File: src/rtl/rf_wb_queue_if.sv
// Writeback request channel into rf_wb_queue.
// Ports: in_valid/in_addr/in_data from master, in_ready from slave.
interface rf_wb_queue_if #(
  parameter int ADDR_W = 5,
  parameter int DATA_W = 32
);
  logic              in_valid;
  logic              in_ready;
  logic [ADDR_W-1:0] in_addr;
  logic [DATA_W-1:0] in_data;

  modport master (
    output in_valid,
    output in_addr,
    output in_data,
    input  in_ready
  );

  modport slave (
    input  in_valid,
    input  in_addr,
    input  in_data,
    output in_ready
  );
endinterface

File: src/rtl/rf_wb_queue.sv
// In-order writeback queue feeding the RF write port, with
// youngest-match bypass for the rs/rt read addresses.
// Ports: clk, rst (sync, high); wb push channel (slave);
// drain_en -> RdAddr/RdData/RegWrite; rs/rt lookup -> hit/fwd;
// count = occupied entries.
module rf_wb_queue #(
  parameter int DEPTH  = 4,
  parameter int DATA_W = 32,
  parameter int ADDR_W = 5,
  localparam int PW    = $clog2(DEPTH),
  localparam int CW    = PW + 1
) (
  input  logic              clk,
  input  logic              rst,
  rf_wb_queue_if.slave      wb,
  input  logic              drain_en,
  output logic [ADDR_W-1:0] RdAddr,
  output logic [DATA_W-1:0] RdData,
  output logic              RegWrite,
  input  logic [ADDR_W-1:0] rs_addr,
  input  logic [ADDR_W-1:0] rt_addr,
  output logic              rs_hit,
  output logic [DATA_W-1:0] rs_fwd,
  output logic              rt_hit,
  output logic [DATA_W-1:0] rt_fwd,
  output logic [CW-1:0]     count
);

  logic [ADDR_W-1:0] addrQ [DEPTH];
  logic [DATA_W-1:0] dataQ [DEPTH];
  logic [PW-1:0]     wrPtr;
  logic [PW-1:0]     rdPtr;
  logic              notEmpty;
  logic              push;
  logic              pop;

  assign notEmpty    = (count != '0);
  // No pass-through: a pop in the same cycle does not open a full queue.
  assign wb.in_ready = (count < CW'(DEPTH));
  // Register 0 requests complete the handshake but are dropped.
  assign push = wb.in_valid & wb.in_ready &
                (wb.in_addr != '0);
  assign pop  = drain_en & notEmpty;

  assign RegWrite = pop;
  assign RdAddr   = notEmpty ? addrQ[rdPtr] : '0;
  assign RdData   = notEmpty ? dataQ[rdPtr] : '0;

  always_ff @(posedge clk) begin
    if (rst) begin
      wrPtr <= '0;
      rdPtr <= '0;
      count <= '0;
    end else begin
      if (push) wrPtr <= wrPtr + 1'b1;
      if (pop)  rdPtr <= rdPtr + 1'b1;
      unique case ({push, pop})
        2'b10:   count <= count + 1'b1;
        2'b01:   count <= count - 1'b1;
        default: count <= count;
      endcase
    end
  end

  // Entry storage is not reset; occupancy is tracked by count.
  always_ff @(posedge clk) begin
    if (!rst && push) begin
      addrQ[wrPtr] <= wb.in_addr;
      dataQ[wrPtr] <= wb.in_data;
    end
  end

  // Walk from oldest to youngest so the last match wins.
  always_comb begin
    logic [PW-1:0] idx;
    idx    = '0;
    rs_hit = 1'b0;
    rs_fwd = '0;
    rt_hit = 1'b0;
    rt_fwd = '0;
    for (int k = 0; k < DEPTH; k++) begin
      idx = rdPtr + PW'(k);
      if (CW'(k) < count) begin
        if (rs_addr != '0 &&
            addrQ[idx] == rs_addr) begin
          rs_hit = 1'b1;
          rs_fwd = dataQ[idx];
        end
        if (rt_addr != '0 &&
            addrQ[idx] == rt_addr) begin
          rt_hit = 1'b1;
          rt_fwd = dataQ[idx];
        end
      end
    end
  end

endmodule

File: src/flat_wrapper.sv
// flat-port wrapper written by rule: the top's interface ports become plain ports
module rf_wb_queue_flat 
#(
  parameter int DEPTH  = 4,
  parameter int DATA_W = 32,
  parameter int ADDR_W = 5,
  localparam int PW    = $clog2(DEPTH),
  localparam int CW    = PW + 1
)
  (clk, rst, drain_en, RdAddr, RdData, RegWrite, rs_addr, rt_addr, rs_hit, rs_fwd, rt_hit, rt_fwd, count, wb_in_valid, wb_in_addr, wb_in_data, wb_in_ready);
  rf_wb_queue_if #(.ADDR_W(ADDR_W), .DATA_W(DATA_W)) wb_i ();
  input  logic clk;
  input  logic rst;
  input  logic drain_en;
  output logic [ADDR_W-1:0] RdAddr;
  output logic [DATA_W-1:0] RdData;
  output logic RegWrite;
  input  logic [ADDR_W-1:0] rs_addr;
  input  logic [ADDR_W-1:0] rt_addr;
  output logic rs_hit;
  output logic [DATA_W-1:0] rs_fwd;
  output logic rt_hit;
  output logic [DATA_W-1:0] rt_fwd;
  output logic [CW-1:0] count;
  input wire logic [$bits(wb_i.in_valid)-1:0] wb_in_valid;
  input wire logic [$bits(wb_i.in_addr)-1:0] wb_in_addr;
  input wire logic [$bits(wb_i.in_data)-1:0] wb_in_data;
  output wire logic [$bits(wb_i.in_ready)-1:0] wb_in_ready;
  assign wb_i.in_valid = wb_in_valid;
  assign wb_i.in_addr = wb_in_addr;
  assign wb_i.in_data = wb_in_data;
  assign wb_in_ready = wb_i.in_ready;
  rf_wb_queue #(.DEPTH(DEPTH), .DATA_W(DATA_W), .ADDR_W(ADDR_W)) u_core (.clk(clk), .rst(rst), .wb(wb_i), .drain_en(drain_en), .RdAddr(RdAddr), .RdData(RdData), .RegWrite(RegWrite), .rs_addr(rs_addr), .rt_addr(rt_addr), .rs_hit(rs_hit), .rs_fwd(rs_fwd), .rt_hit(rt_hit), .rt_fwd(rt_fwd), .count(count));
endmodule
File: config.mk
export PLATFORM = sky130hd
export DESIGN_NAME = rf_wb_queue_flat
export DESIGN_NICKNAME = d
export VERILOG_FILES = /design/src/rtl/rf_wb_queue_if.sv /design/src/rtl/rf_wb_queue.sv /design/src/flat_wrapper.sv
export SDC_FILE = /design/constraint.sdc
export NUM_CORES = 1
export LEC_CHECK = 0
export CAP_MARGIN = 30
export CELL_PAD_IN_SITES_DETAIL_PLACEMENT = 0
export CELL_PAD_IN_SITES_GLOBAL_PLACEMENT = 2
export CORE_MARGIN = 5
export CORE_UTILIZATION = 37
export CTS_CLUSTER_DIAMETER = 150
export DETAILED_ROUTE_END_ITERATION = 10
export HOLD_SLACK_MARGIN = 0.05
export PLACE_DENSITY = 0.85
export REMOVE_ABC_BUFFERS = 1
export SLEW_MARGIN = 40
export SYNTH_ARGS = -nofsm -noshare
export SYNTH_HDL_FRONTEND = slang
export SYNTH_SLANG_ARGS = --single-unit
File: constraint.sdc
create_clock -name clk -period 5.1 [get_ports clk]
set_input_delay 1.53 -clock clk [delete_from_list [all_inputs] [get_ports clk]]
set_output_delay 1.53 -clock clk [all_outputs]
set_load 0.02 [all_outputs]
==> results of run 1 <==
-- power breakdown --
group          internal, mW  switching, mW
Clock                 0.710          0.510
Sequential             1.51          0.124
Combinational          1.55           1.82
Total                  3.77           2.46
-- worst register-to-register path, cell delays in order (launching register included) --
cell,delay [ns]
dfxtp_1,0.44
inv_1,0.26
o211ai_1,0.26
nor2_1,0.28
and2_2,0.71
buf_4,0.40
-- worst min-delay path by stage --
stage / from / endpoint / slack [ns] / cells after the start
6_report: u_core.wrPtr[1] / u_core.wrPtr[1] / 0.58 / 2
3_5_place_dp: u_core.wrPtr[1] / u_core.wrPtr[1] / 0.56 / 2
3_3_place_gp: u_core.wrPtr[1] / u_core.wrPtr[1] / 0.54 / 2
2_1_floorplan: u_core.wrPtr[1] / u_core.wrPtr[1] / 0.52 / 2
4_1_cts: u_core.wrPtr[1] / u_core.wrPtr[1] / 0.58 / 2
5_1_grt: u_core.wrPtr[1] / u_core.wrPtr[1] / 0.63 / 2
-- cells in the mapped netlist (32+ instances only) --
library cell	instances	area share (%)
a221o_1	32	2.7
nor2b_1	67	3.6
buf_2	37	1.6
and2_1	36	1.9
clkbuf_1	53	1.7
nand2b_1	33	1.8
mux2i_1	70	5.9
xnor2_1	34	2.5
mux4_2	85	16
nand2_1	128	4.1
edfxtp_1	148	38
nor3_1	60	2.5
-- per-layer routing --
| layer | global-route usage (%) | vias to the layer above |
|---|---|---|
| met2 | 35.7 | 351 |
| met4 | 3.70 | 2 |
| met3 | 4.32 | 37 |
| met5 | 0 | - |
| li1 | - | 4399 |
| met1 | 28.5 | 4786 |
-- through the flow --
stage	cell area [um^2]	hold slack, ns	std cells	total power, mW
detailed placement	14400	0.565	1581	4.98
global placement	14400	0.544	1581	4.97
CTS	15200	0.579	1626	6.21
global route	15300	0.626	1635	6.57
floorplan	11300	0.518	939	3.79
finish	15300	0.577	1635	6.22
-- sequential cells by signal (all words and copies together) (netlist names), named ones only --
name          cells
u_core.wrPtr      2
u_core.dataQ    128
u_core.addrQ     20
u_core.rdPtr      2
u_core.count      3
-- logic make-up after synthesis --
family / Yosys count / synth area share (%)
compound gates: 146 / 11.0
xor+xnor: 43 / 3.19
fa+ha+maj: 8 / 0.849
buf+inv: 111 / 4.05
flops: 157 / 39.2
mux: 158 / 22.5
simple gates: 418 / 19.2
-- layout make-up --
| class | instances | area (um^2) |
|---|---|---|
| Clock buffer | 18 | 429 |
| Clock inverter | 13 | 126 |
| Timing Repair Buffer | 263 | 2560 |
| Inverter | 9 | 33.8 |
| Sequential cell | 157 | 4640 |
| Fill cell | 2791 | 16100 |
| Tap cell | 402 | 503 |
| Multi-Input combinational cell | 773 | 7060 |
-- timing repair --
action                     in CTS  in global routing
setup endpoints to repair      66                 60
buffers inserted               14                 10
gates cloned                    3                  1
pin swaps                      21                 16
resized for setup             345                 62
==> flow_metrics.env, run 1 <==
export IMPL_critPathCapture="rs_fwd[8]"
export IMPL_status="finished clean"
export IMPL_grt_overflow_total=0
export IMPL_r2r_cells=5
export IMPL_insertedDiodeCount=0
export IMPL_drt_total_wl_mm=38.3
export IMPL_die_x_um=189
export IMPL_grt_pass1_vias=9614
export IMPL_arrival_ns=3.55
export IMPL_synth_seq_cells=157
export IMPL_max_slew_margin_rel_pct=48.2
export IMPL_path_clk_slew_ns=0.06
export IMPL_tightest_slew_ns=0.777
export IMPL_wl_per_cell_um=23.4
export IMPL_cpMostUsedCell="buf_4"
export IMPL_synth_area_per_cell_um2=11.3
export IMPL_cts_root_buffer="clkbuf_16"
export IMPL_synth_ff_type="edfxtp_1"
export IMPL_clock_sink_count=157
export IMPL_r2r_setup_slack_ns=2.43
export IMPL_dp_hpwl_mm=25.7
export IMPL_synth_cell_area_mm2=0.0118
export IMPL_critPathMaxStageDelay_ns=0.32
export IMPL_dr_max_layer_used="met5"
export IMPL_grt_pass1_wl_mm=58.3
export IMPL_crit_reg2reg_launch="u_core.count[2]"
export IMPL_wl_met1_mm=16.6
export IMPL_post_route_drc_count=0
export IMPL_drv_cap=0
export IMPL_layout_drive_gt1_share_pct=29.5
export IMPL_firstDrtPassIters=5
export IMPL_worst_clock_skew_ns=0.00650
export IMPL_finish_utilization_pct=48.8
export IMPL_worstPathCellList="buf_4, buf_6, xor2_1, nor4_2, nand4_1, buf_4, buf_4, buf_16, buf_4, a31o_4, buf_4"
export IMPL_cts_tree="built"
export IMPL_crit_path_top_delay_cell="nor4_2"
export IMPL_synth_cell_types=47
export IMPL_rsz0062_at_grt="yes"
export IMPL_grt_max_degree=93
export IMPL_synth_warnings=0
export IMPL_crit_path_end_kind="output port"
export IMPL_coreArea_mm2=0.0315
export IMPL_nets=1280
export IMPL_ant_nets=0
export IMPL_slew_violations=0
export IMPL_netlist_instances=1041
export IMPL_p_leak_nw=5.06
export IMPL_chipHeight_um=189
export IMPL_floorplan_initialDensity_pct=37.5
export IMPL_syn_to_final_growth_pct=30.2
export IMPL_io_pin_count=159
export IMPL_drt_iter0_markers=670
export IMPL_power_density_mw_per_mm2=405
export IMPL_cts_hold_buffers=0
export IMPL_place_congestion=0.868
export IMPL_startpoint="rs_addr[4]"
export IMPL_place_ws_ns=-0.781
export IMPL_final_cell_mix="edfxtp_1 (148), nand2_1 (126), buf_4 (88)"
export IMPL_htree_levels=4
export IMPL_finalSetupTns_ns=0
export IMPL_viasPerCell=5.86
export IMPL_dr_wl_met3_mm=2.39
export IMPL_synth_edff_count=148
export IMPL_vias=9575
export IMPL_port_buffers=158
export IMPL_yosysSeqAreaShare_pct=39.2
export IMPL_finalSetupViolations=0
export IMPL_synthArstFlopShare_pct=0
export IMPL_min_period_ns=5.08
export IMPL_cp_start_kind="input port"
export IMPL_required_ns=3.57
export IMPL_cts_made_buffers=17
export IMPL_finalWorstSetupSlack_ns=0.0192
export IMPL_final_common_cell="edfxtp_1"
export IMPL_cts_buffer_depth=2
export IMPL_die_area_mm2=0.0355
export IMPL_antenna_found_initial=1
export IMPL_worst_path_stages=11
export IMPL_fmax_ghz=0.197
export IMPL_hold_violations=0
export IMPL_track_usage_pct=21.1
export IMPL_cp_max_fo=12
export IMPL_cpLargestDelayFamily="buffers and inverters"
export IMPL_worstHoldPathType="flip-flop to flip-flop"
export IMPL_period_share_pct=99.6
export IMPL_timing_rr_end="u_core.dataQ[1][5]"
export IMPL_rows=65
export IMPL_irDropWorstVdd_mv=0.332
export IMPL_worstSkewPairLatency_ns=0.42
export IMPL_wl_met2_mm=18.9
export IMPL_setup_worst_path_class="input port to output port"
export IMPL_path_buf_inv=7
Power figures use the tool's default switching activity.
==> inputs of run 2 (changes only) <==
--- a/config.mk
+++ b/config.mk
@@ -8,7 +8,6 @@
 export CAP_MARGIN = 30
 export CELL_PAD_IN_SITES_DETAIL_PLACEMENT = 0
 export CELL_PAD_IN_SITES_GLOBAL_PLACEMENT = 2
-export CORE_MARGIN = 5
 export CORE_UTILIZATION = 37
 export CTS_CLUSTER_DIAMETER = 150
 export DETAILED_ROUTE_END_ITERATION = 10
==> flow_metrics.env, run 2 (same netlist as run 1, synthesis figures left out) <==
export IMPL_use_met2_pct=39.2
export IMPL_floorplan_initialDensity_pct=38.0
export IMPL_track_usage_pct=23.0
export IMPL_p_total_mw=6.15
export IMPL_irDropWorstVdd_mv=0.359
export IMPL_grt_overflow_total=0
export IMPL_final_common_cell="edfxtp_1"
export IMPL_syn_to_final_growth_pct=30.5
export IMPL_worstHoldStart="u_core.wrPtr[1]"
export IMPL_nets=1294
export IMPL_clock_sink_count=157
export IMPL_p_sw_share_pct=39.4
export IMPL_antenna_found_initial=0
export IMPL_fin_cells=1643
export IMPL_whs_endpoint="u_core.wrPtr[1]"
export IMPL_setup_worst_path_class="input port to output port"
export IMPL_arrival_ns=3.54
export IMPL_worst_clock_skew_ns=0.00740
export IMPL_die_x_um=181
export IMPL_path_clk_slew_ns=0.06
export IMPL_die_area_mm2=0.0326
export IMPL_insertedDiodeCount=0
export IMPL_dp_cells=1589
export IMPL_crit_reg2reg_launch="u_core.count[1]"
export IMPL_rsz0062_at_grt="yes"
export IMPL_dp_hpwl_mm=25.8
export IMPL_coreArea_mm2=0.0310
export IMPL_use_met3_pct=2.93
export IMPL_cts_root_buffer="clkbuf_16"
export IMPL_required_ns=3.57
export IMPL_place_ws_ns=-0.758
export IMPL_grt_pass1_wl_mm=57.4
export IMPL_drv_cap=0
export IMPL_power_frac_comb_pct=54.5
export IMPL_seq_power_share_pct=26.5
export IMPL_cts_tree="built"
export IMPL_use_met1_pct=30.2
export IMPL_r2r_setup_slack_ns=2.51
export IMPL_timing_rr_end="u_core.count[2]"
export IMPL_io_pin_count=159
export IMPL_slew_violations=0
export IMPL_p_int_mw=3.73
export IMPL_max_slew_margin_rel_pct=57.8
export IMPL_startpoint="rt_addr[0]"
export IMPL_tightest_slew_ns=0.633
export IMPL_p_clk_share_pct=18.9
export IMPL_grt_pass1_vias=9733
export IMPL_hold_depth=2
export IMPL_vias=9769
export IMPL_cp_start_kind="input port"
export IMPL_ant_nets=0
export IMPL_drt_total_wl_mm=38.7
export IMPL_worstSkewPairLatency_ns=0.42
export IMPL_reg_top3="u_core.dataQ (128), u_core.addrQ (20), u_core.count (3)"
export IMPL_firstDrtPassIters=5
export IMPL_layout_drive_gt1_share_pct=29.1
export IMPL_cp_max_fo=6
export IMPL_status="finished clean"
export IMPL_p_leak_nw=5.15
export IMPL_postPlaceCellArea_mm2=0.0144
export IMPL_cts_buffer_depth=2
export IMPL_chipHeight_um=181
export IMPL_viasPerCell=5.95
export IMPL_regMostFlops="u_core.dataQ"
export IMPL_min_period_ns=5.07
export IMPL_final_cell_area_mm2=0.0154
export IMPL_largest_reg_flops=128
export IMPL_worstHoldPathType="flip-flop to flip-flop"
export IMPL_place_congestion=0.874
export IMPL_drt_iter0_markers=1015
export IMPL_p_sw_mw=2.42
export IMPL_finish_utilization_pct=49.6
export IMPL_hold_violations=0
export IMPL_finalWorstSetupSlack_ns=0.0302
export IMPL_crit_path_end_kind="output port"
export IMPL_port_buffers=158
export IMPL_htree_levels=4
export IMPL_cts_made_buffers=17
export IMPL_r2r_cells=8
export IMPL_period_share_pct=99.4
export IMPL_wl_per_cell_um=23.5
export IMPL_busiest_layer="met2"
export IMPL_power_density_mw_per_mm2=400
export IMPL_finalSetupViolations=0
export IMPL_final_cell_mix="edfxtp_1 (148), nand2_1 (125), buf_4 (92)"
export IMPL_fmax_ghz=0.197
export IMPL_post_route_drc_count=0
export IMPL_rows=64
export IMPL_grt_max_degree=111
[run 2: cell types whose count changed in the layout (fill, tap and decap cells not counted), moves of 5 or more]
cell     delta
xnor2_2     +5
nor3b_2    -11
nor3b_1    +11
buf_2      +10
[run 2: final cells by class]
cell class | count | area (um^2)
Clock inverter | 12 | 98.8
Sequential cell | 157 | 4640
Fill cell | 2693 | 15600
Clock buffer | 19 | 433
Multi-Input combinational cell | 773 | 6980
Inverter | 9 | 33.8
Timing Repair Buffer | 277 | 2710
Tap cell | 396 | 495
[run 2: power groups by stage]
stage / combinational (mW) / sequential [mW] / clock [mW]
after floorplan: 1.97 / 1.82 / 0
after global placement: 3.31 / 1.65 / 0
after detailed placement: 3.31 / 1.66 / 0
after CTS: 3.34 / 1.63 / 1.18
after global routing: 3.59 / 1.65 / 1.23
final: 3.35 / 1.63 / 1.16
[run 2: critical path, cell delays in order]
cell and delay, ns:
dlygate4sd2_1 0.28, buf_6 0.16, xnor2_2 0.18, nand4_1 0.24, nor2_4 0.18, buf_12 0.15
bufbuf_16 0.27, mux2i_1 0.17, o21ai_0 0.09, buf_4 0.14, buf_2 0.15
[run 2: how the worst max path moves through the flow]
stage,cells after the start,slack (ns),end
global placement,9,-0.74,rs_fwd[23]
CTS,10,0.007,rt_fwd[21]
finish,11,0.03,rt_fwd[1]
detailed placement,9,-0.76,rs_fwd[27]
global route,11,-0.04,rt_fwd[1]
floorplan,6,-4.61,rs_fwd[10]
[run 2: repair_timing]
action                                  in CTS  in global routing
pin swaps                                   16                 14
endpoints found under the setup margin      66                 62
buffers inserted                            10                  1
hold buffers                                 0                  0
cloned                                       5                  7
gates resized for setup                    332                 60
[run 2: stage by stage]
step | TNS [ns] | hold slack, ns
after floorplan | -283.20 | 0.518
after global placement | -41.48 | 0.549
after detailed placement | -43.55 | 0.558
after CTS | 0 | 0.564
after global routing | -0.205 | 0.590
final | 0 | 0.561
[run 2: layer usage]
metal  up-vias  wire, um  part of all wire (%)
met5         -         0                     0
met3        59      2080                   5.4
li1       4426         -                     -
met4         0       959                   2.5
met1      4872     16800                    44
met2       412     18800                    49
==> patch 1, RTL diff (settings of run 2) <==
`DATA_W` is set to 32 in 3 places; all go to 24.
--- a/src/rtl/rf_wb_queue_if.sv
+++ b/src/rtl/rf_wb_queue_if.sv
@@ -4,3 +4,3 @@
   parameter int ADDR_W = 5,
-  parameter int DATA_W = 32
+  parameter int DATA_W = 24
 );
--- a/src/rtl/rf_wb_queue.sv
+++ b/src/rtl/rf_wb_queue.sv
@@ -7,3 +7,3 @@
   parameter int DEPTH  = 4,
-  parameter int DATA_W = 32,
+  parameter int DATA_W = 24,
   parameter int ADDR_W = 5,
--- a/src/flat_wrapper.sv
+++ b/src/flat_wrapper.sv
@@ -4,3 +4,3 @@
   parameter int DEPTH  = 4,
-  parameter int DATA_W = 32,
+  parameter int DATA_W = 24,
   parameter int ADDR_W = 5,
Ports: changed (resized RdData, rs_fwd, rt_fwd and wb_in_data); port bits go from 159 to 127. No check against the original RTL was run, so the function may have changed too.
==> patch 1 against run 2 <==
Power is 18% lower. Clock skew is 0.0040 ns higher. Via count is 27% lower. Sequential share of layout area hardly changed. Combinational power is 26% lower. Setup slack worse by 0.00068 ns. Wire length is 27% lower. Area after synthesis is 21% lower. Final cell count is 28% lower. Register-to-register slack better by 0.08 ns. Sequential cell count is 32 lower. Design area is 21% lower. Critical path type unchanged. Sequential power is 19% lower.
==> patch 1: results <==
export IMPL_status="finished, final reports clean"
export IMPL_critical_path_max_fanout=7
export IMPL_path_delay_family="compound AO/OA/AOI/OAI gates"
export IMPL_placed_area_um2=11300
export IMPL_crit_end="rs_fwd[19]"
export IMPL_max_stage_delay_ns=0.34
export IMPL_finalInstanceArea_um2=12200
export IMPL_path_clk_slew_ns=0.06
export IMPL_rr_worst_depth=7
export IMPL_avgSynthCellArea_um2=13.6
export IMPL_hold_start="u_core.wrPtr[1]"
export IMPL_fin_worst_skew_ns=0.0114
export IMPL_worstMarginPinSlew_ns=0.791
export IMPL_leakage_nw=4.03
export IMPL_placedCellCount=1128
export IMPL_yosysUniqueCellTypes=44
export IMPL_grt_max_degree=74
export IMPL_synth_area_leaders="edfxtp_1 38%, mux4_2 28%, mux2i_1 3.1%, o221ai_2 3.1%, nand2_1 3.0%"
export IMPL_grt_pass1_wl_um=43000
export IMPL_nets=891
export IMPL_power_ir_vdd_worst_uv=345
export IMPL_yosysSeqAreaShare_pct=39.5
export IMPL_reg2reg_slack_ns=2.59
export IMPL_synth_mux_area_share_pct=31.0
export IMPL_largest_registers="u_core.dataQ: 96 flops, u_core.addrQ: 20 flops, u_core.count: 3 flops"
export IMPL_synth_adder_area_share_pct=1.08
export IMPL_vias=7158
export IMPL_place_gp_congestion=0.826
export IMPL_setup_slack_ns=0.0295
export IMPL_synthXorXnorAreaFrac_pct=3.87
export IMPL_synth_edf_count=116
export IMPL_dp_hpwl_um=18800
export IMPL_dp_slack_ns=-0.803
export IMPL_drt_iter0_drc=545
export IMPL_use_met3_pct=5.40
export IMPL_io_buffers=126
export IMPL_wirelength_um=28300
export IMPL_use_met1_pct=28.2
export IMPL_post_cts_buffers=21
export IMPL_setup_worst_path_start="rs_addr[1]"
export IMPL_grtUsageMet2_pct=37.6
export IMPL_synth_compound_area_share_pct=9.39
export IMPL_cp_slowest_cell="a311oi_4"
export IMPL_fin_hold_ws_ns=0.588
export IMPL_ctsResizeCount=291
export IMPL_synth_common_cells="116 x edfxtp_1, 114 x mux4_2, 75 x nand2_1, 30 x nor2b_1, 29 x mux2i_1"
[patch 1: cell count changes in the layout (fill, tap and decap cells not counted), sizes merged, moves of 33 or more]
cell,change
buf,-38
mux2i,-41
nand2,-53
nand2b,-33
nor2b,-37
nor3,-59
[patch 1: power groups by stage]
stage / Clock [mW] / Sequential, mW / Combinational (mW)
after floorplan: 0 / 1.47 / 1.43
after global placement: 0 / 1.33 / 2.37
after detailed placement: 0 / 1.34 / 2.39
after CTS: 1.26 / 1.32 / 2.47
after global routing: 1.31 / 1.33 / 2.62
final: 1.25 / 1.32 / 2.47
[patch 1: cell type report]
type	count	area share, %
clock inverter	14	1.44
timing repair buffer	211	16.7
tap	324	3.33
multi-input combinational	478	44.6
inverter	7	0.216
clock buffer	18	3.53
sequential	125	30.2
[patch 1: layer usage]
layer	part of all wire [%]	vias up
li1	-	3093
met1	39	3662
met2	50	356
met3	8.2	47
met4	2.2	0
met5	0	-
==> patch 2, RTL diff (flow settings as in run 2) <==
Made on the original files. Put one more register stage on the output `count`, with the module's reset. The value now appears one clock later. The other outputs are not delayed to match.
--- a/src/rtl/rf_wb_queue.sv
+++ b/src/rtl/rf_wb_queue.sv
@@ -28,2 +28,4 @@
 
+  logic [CW-1:0] count_s0;
+
   logic [ADDR_W-1:0] addrQ [DEPTH];
@@ -36,5 +38,5 @@
 
-  assign notEmpty    = (count != '0);
+  assign notEmpty    = (count_s0 != '0);
   // No pass-through: a pop in the same cycle does not open a full queue.
-  assign wb.in_ready = (count < CW'(DEPTH));
+  assign wb.in_ready = (count_s0 < CW'(DEPTH));
   // Register 0 requests complete the handshake but are dropped.
@@ -52,3 +54,3 @@
       rdPtr <= '0;
-      count <= '0;
+      count_s0 <= '0;
     end else begin
@@ -57,5 +59,5 @@
       unique case ({push, pop})
-        2'b10:   count <= count + 1'b1;
-        2'b01:   count <= count - 1'b1;
-        default: count <= count;
+        2'b10:   count_s0 <= count_s0 + 1'b1;
+        2'b01:   count_s0 <= count_s0 - 1'b1;
+        default: count_s0 <= count_s0;
       endcase
@@ -82,3 +84,3 @@
       idx = rdPtr + PW'(k);
-      if (CW'(k) < count) begin
+      if (CW'(k) < count_s0) begin
         if (rs_addr != '0 &&
@@ -97,2 +99,10 @@
 
+  always_ff @(posedge clk) begin
+    if (rst) begin
+      count <= '0;
+    end else begin
+      count <= count_s0;
+    end
+  end
+
 endmodule
Behaviour: not the same (a bounded check fails within 4 cycles, from zero or initial values and one cycle with rst high).
==> patch 2 against run 2 <==
Setup slack better by 0.010 ns. Sequential cell count increased by 3. Count of clock-buffer cells in the layout unchanged. Area after synthesis up 0.62%. Critical path type unchanged. Register-to-register slack improved by 0.10 ns. Power rose by 2.3%. Via count is 0.69% lower. Clock power grew 13%. Hold slack improved by 0.014 ns. Largest power group unchanged. Design area up 0.34%. Wire length up 0.27%. Critical endpoint is now rt_fwd[22]. Synthesized cell count decreased by 1.3%. Highest routed layer is now met5.
==> patch 2: results <==
export IMPL_antenna_found_initial=1
export IMPL_largest_registers="u_core.dataQ: 128 flops, u_core.addrQ: 20 flops"
export IMPL_dp_hpwl_um=26100
export IMPL_synth_common_cells="148 x edfxtp_1, 126 x nor3_1, 88 x mux4_2, 82 x nor2_1, 59 x clkbuf_1"
export IMPL_drive_above_1_share_pct=39.6
export IMPL_grt_pass1_vias=9707
export IMPL_place_gp_congestion=0.894
export IMPL_worstReg2RegEnd="u_core.count_s0[2]"
export IMPL_grt_usage_pct=23.7
export IMPL_synth_area_leaders="edfxtp_1 37%, mux4_2 17%, a211oi_2 5.7%, nor3_1 5.3%, a2111oi_2 3.2%"
export IMPL_r2r_start="u_core.count_s0[1]"
export IMPL_wirelength_um=38800
export IMPL_reg2reg_slack_ns=2.61
export IMPL_synth_mux_area_share_pct=22.3
export IMPL_dp_slack_ns=-0.995
export IMPL_fin_worst_skew_ns=0.0102
export IMPL_drt_first_pass_iters=6
export IMPL_nFillCells=2836
export IMPL_worstMarginPinSlew_ns=0.692
export IMPL_status="finished, final reports clean"
export IMPL_grt_max_degree=57
export IMPL_cp_slowest_cell="a2111oi_2"
export IMPL_rr_worst_depth=7
export IMPL_synth_adder_area_share_pct=0.844
export IMPL_critical_path_max_fanout=5
export IMPL_nets=1277
export IMPL_placed_area_um2=14500
export IMPL_drt_iter0_drc=755
export IMPL_synth_compound_area_share_pct=15.8
export IMPL_worstPathArrival_ns=3.53
export IMPL_power_ir_vdd_worst_uv=269
export IMPL_clk_latency_ns=0.44
export IMPL_leakage_nw=5.11
export IMPL_synthXorXnorAreaFrac_pct=2.88
export IMPL_max_stage_delay_ns=0.39
## patch 2: report_power, final
part | total [mW] | internal [mW] | switching, mW
Combinational | 3.33 | 1.50 | 1.83
Sequential | 1.65 | 1.53 | 0.121
Clock | 1.31 | 0.731 | 0.576
## patch 2: layout make-up
| class | instances | share of cell area, % |
|---|---|---|
| repair buffers | 278 | 17.1 |
| multi-input cells | 721 | 44.5 |
| clock buffers | 19 | 2.80 |
| clock inverters | 13 | 0.989 |
| flip-flops and latches | 160 | 30.4 |
| well taps | 402 | 3.26 |
| inverters | 40 | 0.973 |
## patch 2: worst max-delay path: cells and delay by family
family	cells	cell delay [ns]
buffers and inverters	3	0.75
and+or+nand+nor	2	0.33
AOI/OAI and AO/OA	4	0.92
## patch 2: cell families (layout without fill, tap and decap cells)
family,Yosys count,after routing
AND/OR/NAND/NOR,313,313
multiplexers,151,151
AO/OA/AOI/OAI,210,210
XOR/XNOR,39,39
adder cells (fa/ha/maj),8,8
flip-flops,160,160
buffers and inverters,146,350
## patch 2: repair_timing
action,4_1_cts,5_1_grt
pin swaps,22,15
gates resized for setup,309,79
setup endpoints to repair,66,63
buffers inserted,13,4
gates cloned,2,2
## patch 2: worst max-delay path by stage
stage / from / end / slack (ns) / depth (start not counted)
finish: rt_addr[3] / rt_fwd[22] / 0.04 / 9
global placement: rs_addr[1] / rs_fwd[4] / -0.99 / 10
detailed placement: rt_addr[0] / rt_fwd[30] / -1.0 / 10
global route: rs_addr[3] / rs_fwd[17] / -0.03 / 12
floorplan: u_core.rdPtr[0] / rs_fwd[0] / -5.10 / 6
CTS: rs_addr[1] / rs_fwd[31] / -0.02 / 10
## patch 2: per-stage QoR
step / total power [mW] / hold slack (ns) / std cells / utilization (%)
finish: 6.29 / 0.575 / 1633 / 48.9
CTS: 6.28 / 0.584 / 1628 / 48.3
floorplan: 3.76 / 0.518 / 921 / -
global route: 6.60 / 0.637 / 1633 / 48.9
detailed placement: 4.95 / 0.574 / 1582 / 46.0
global placement: 4.94 / 0.553 / 1582 / 46.0
## patch 2: per-layer routing
layer	routed length [um]	share of wire [%]	track usage (%)
met5	13	0.034	0
met4	1140	2.9	8.61
met3	2390	6.2	3.83
met2	18900	49	39.6
met1	16300	42	31.1
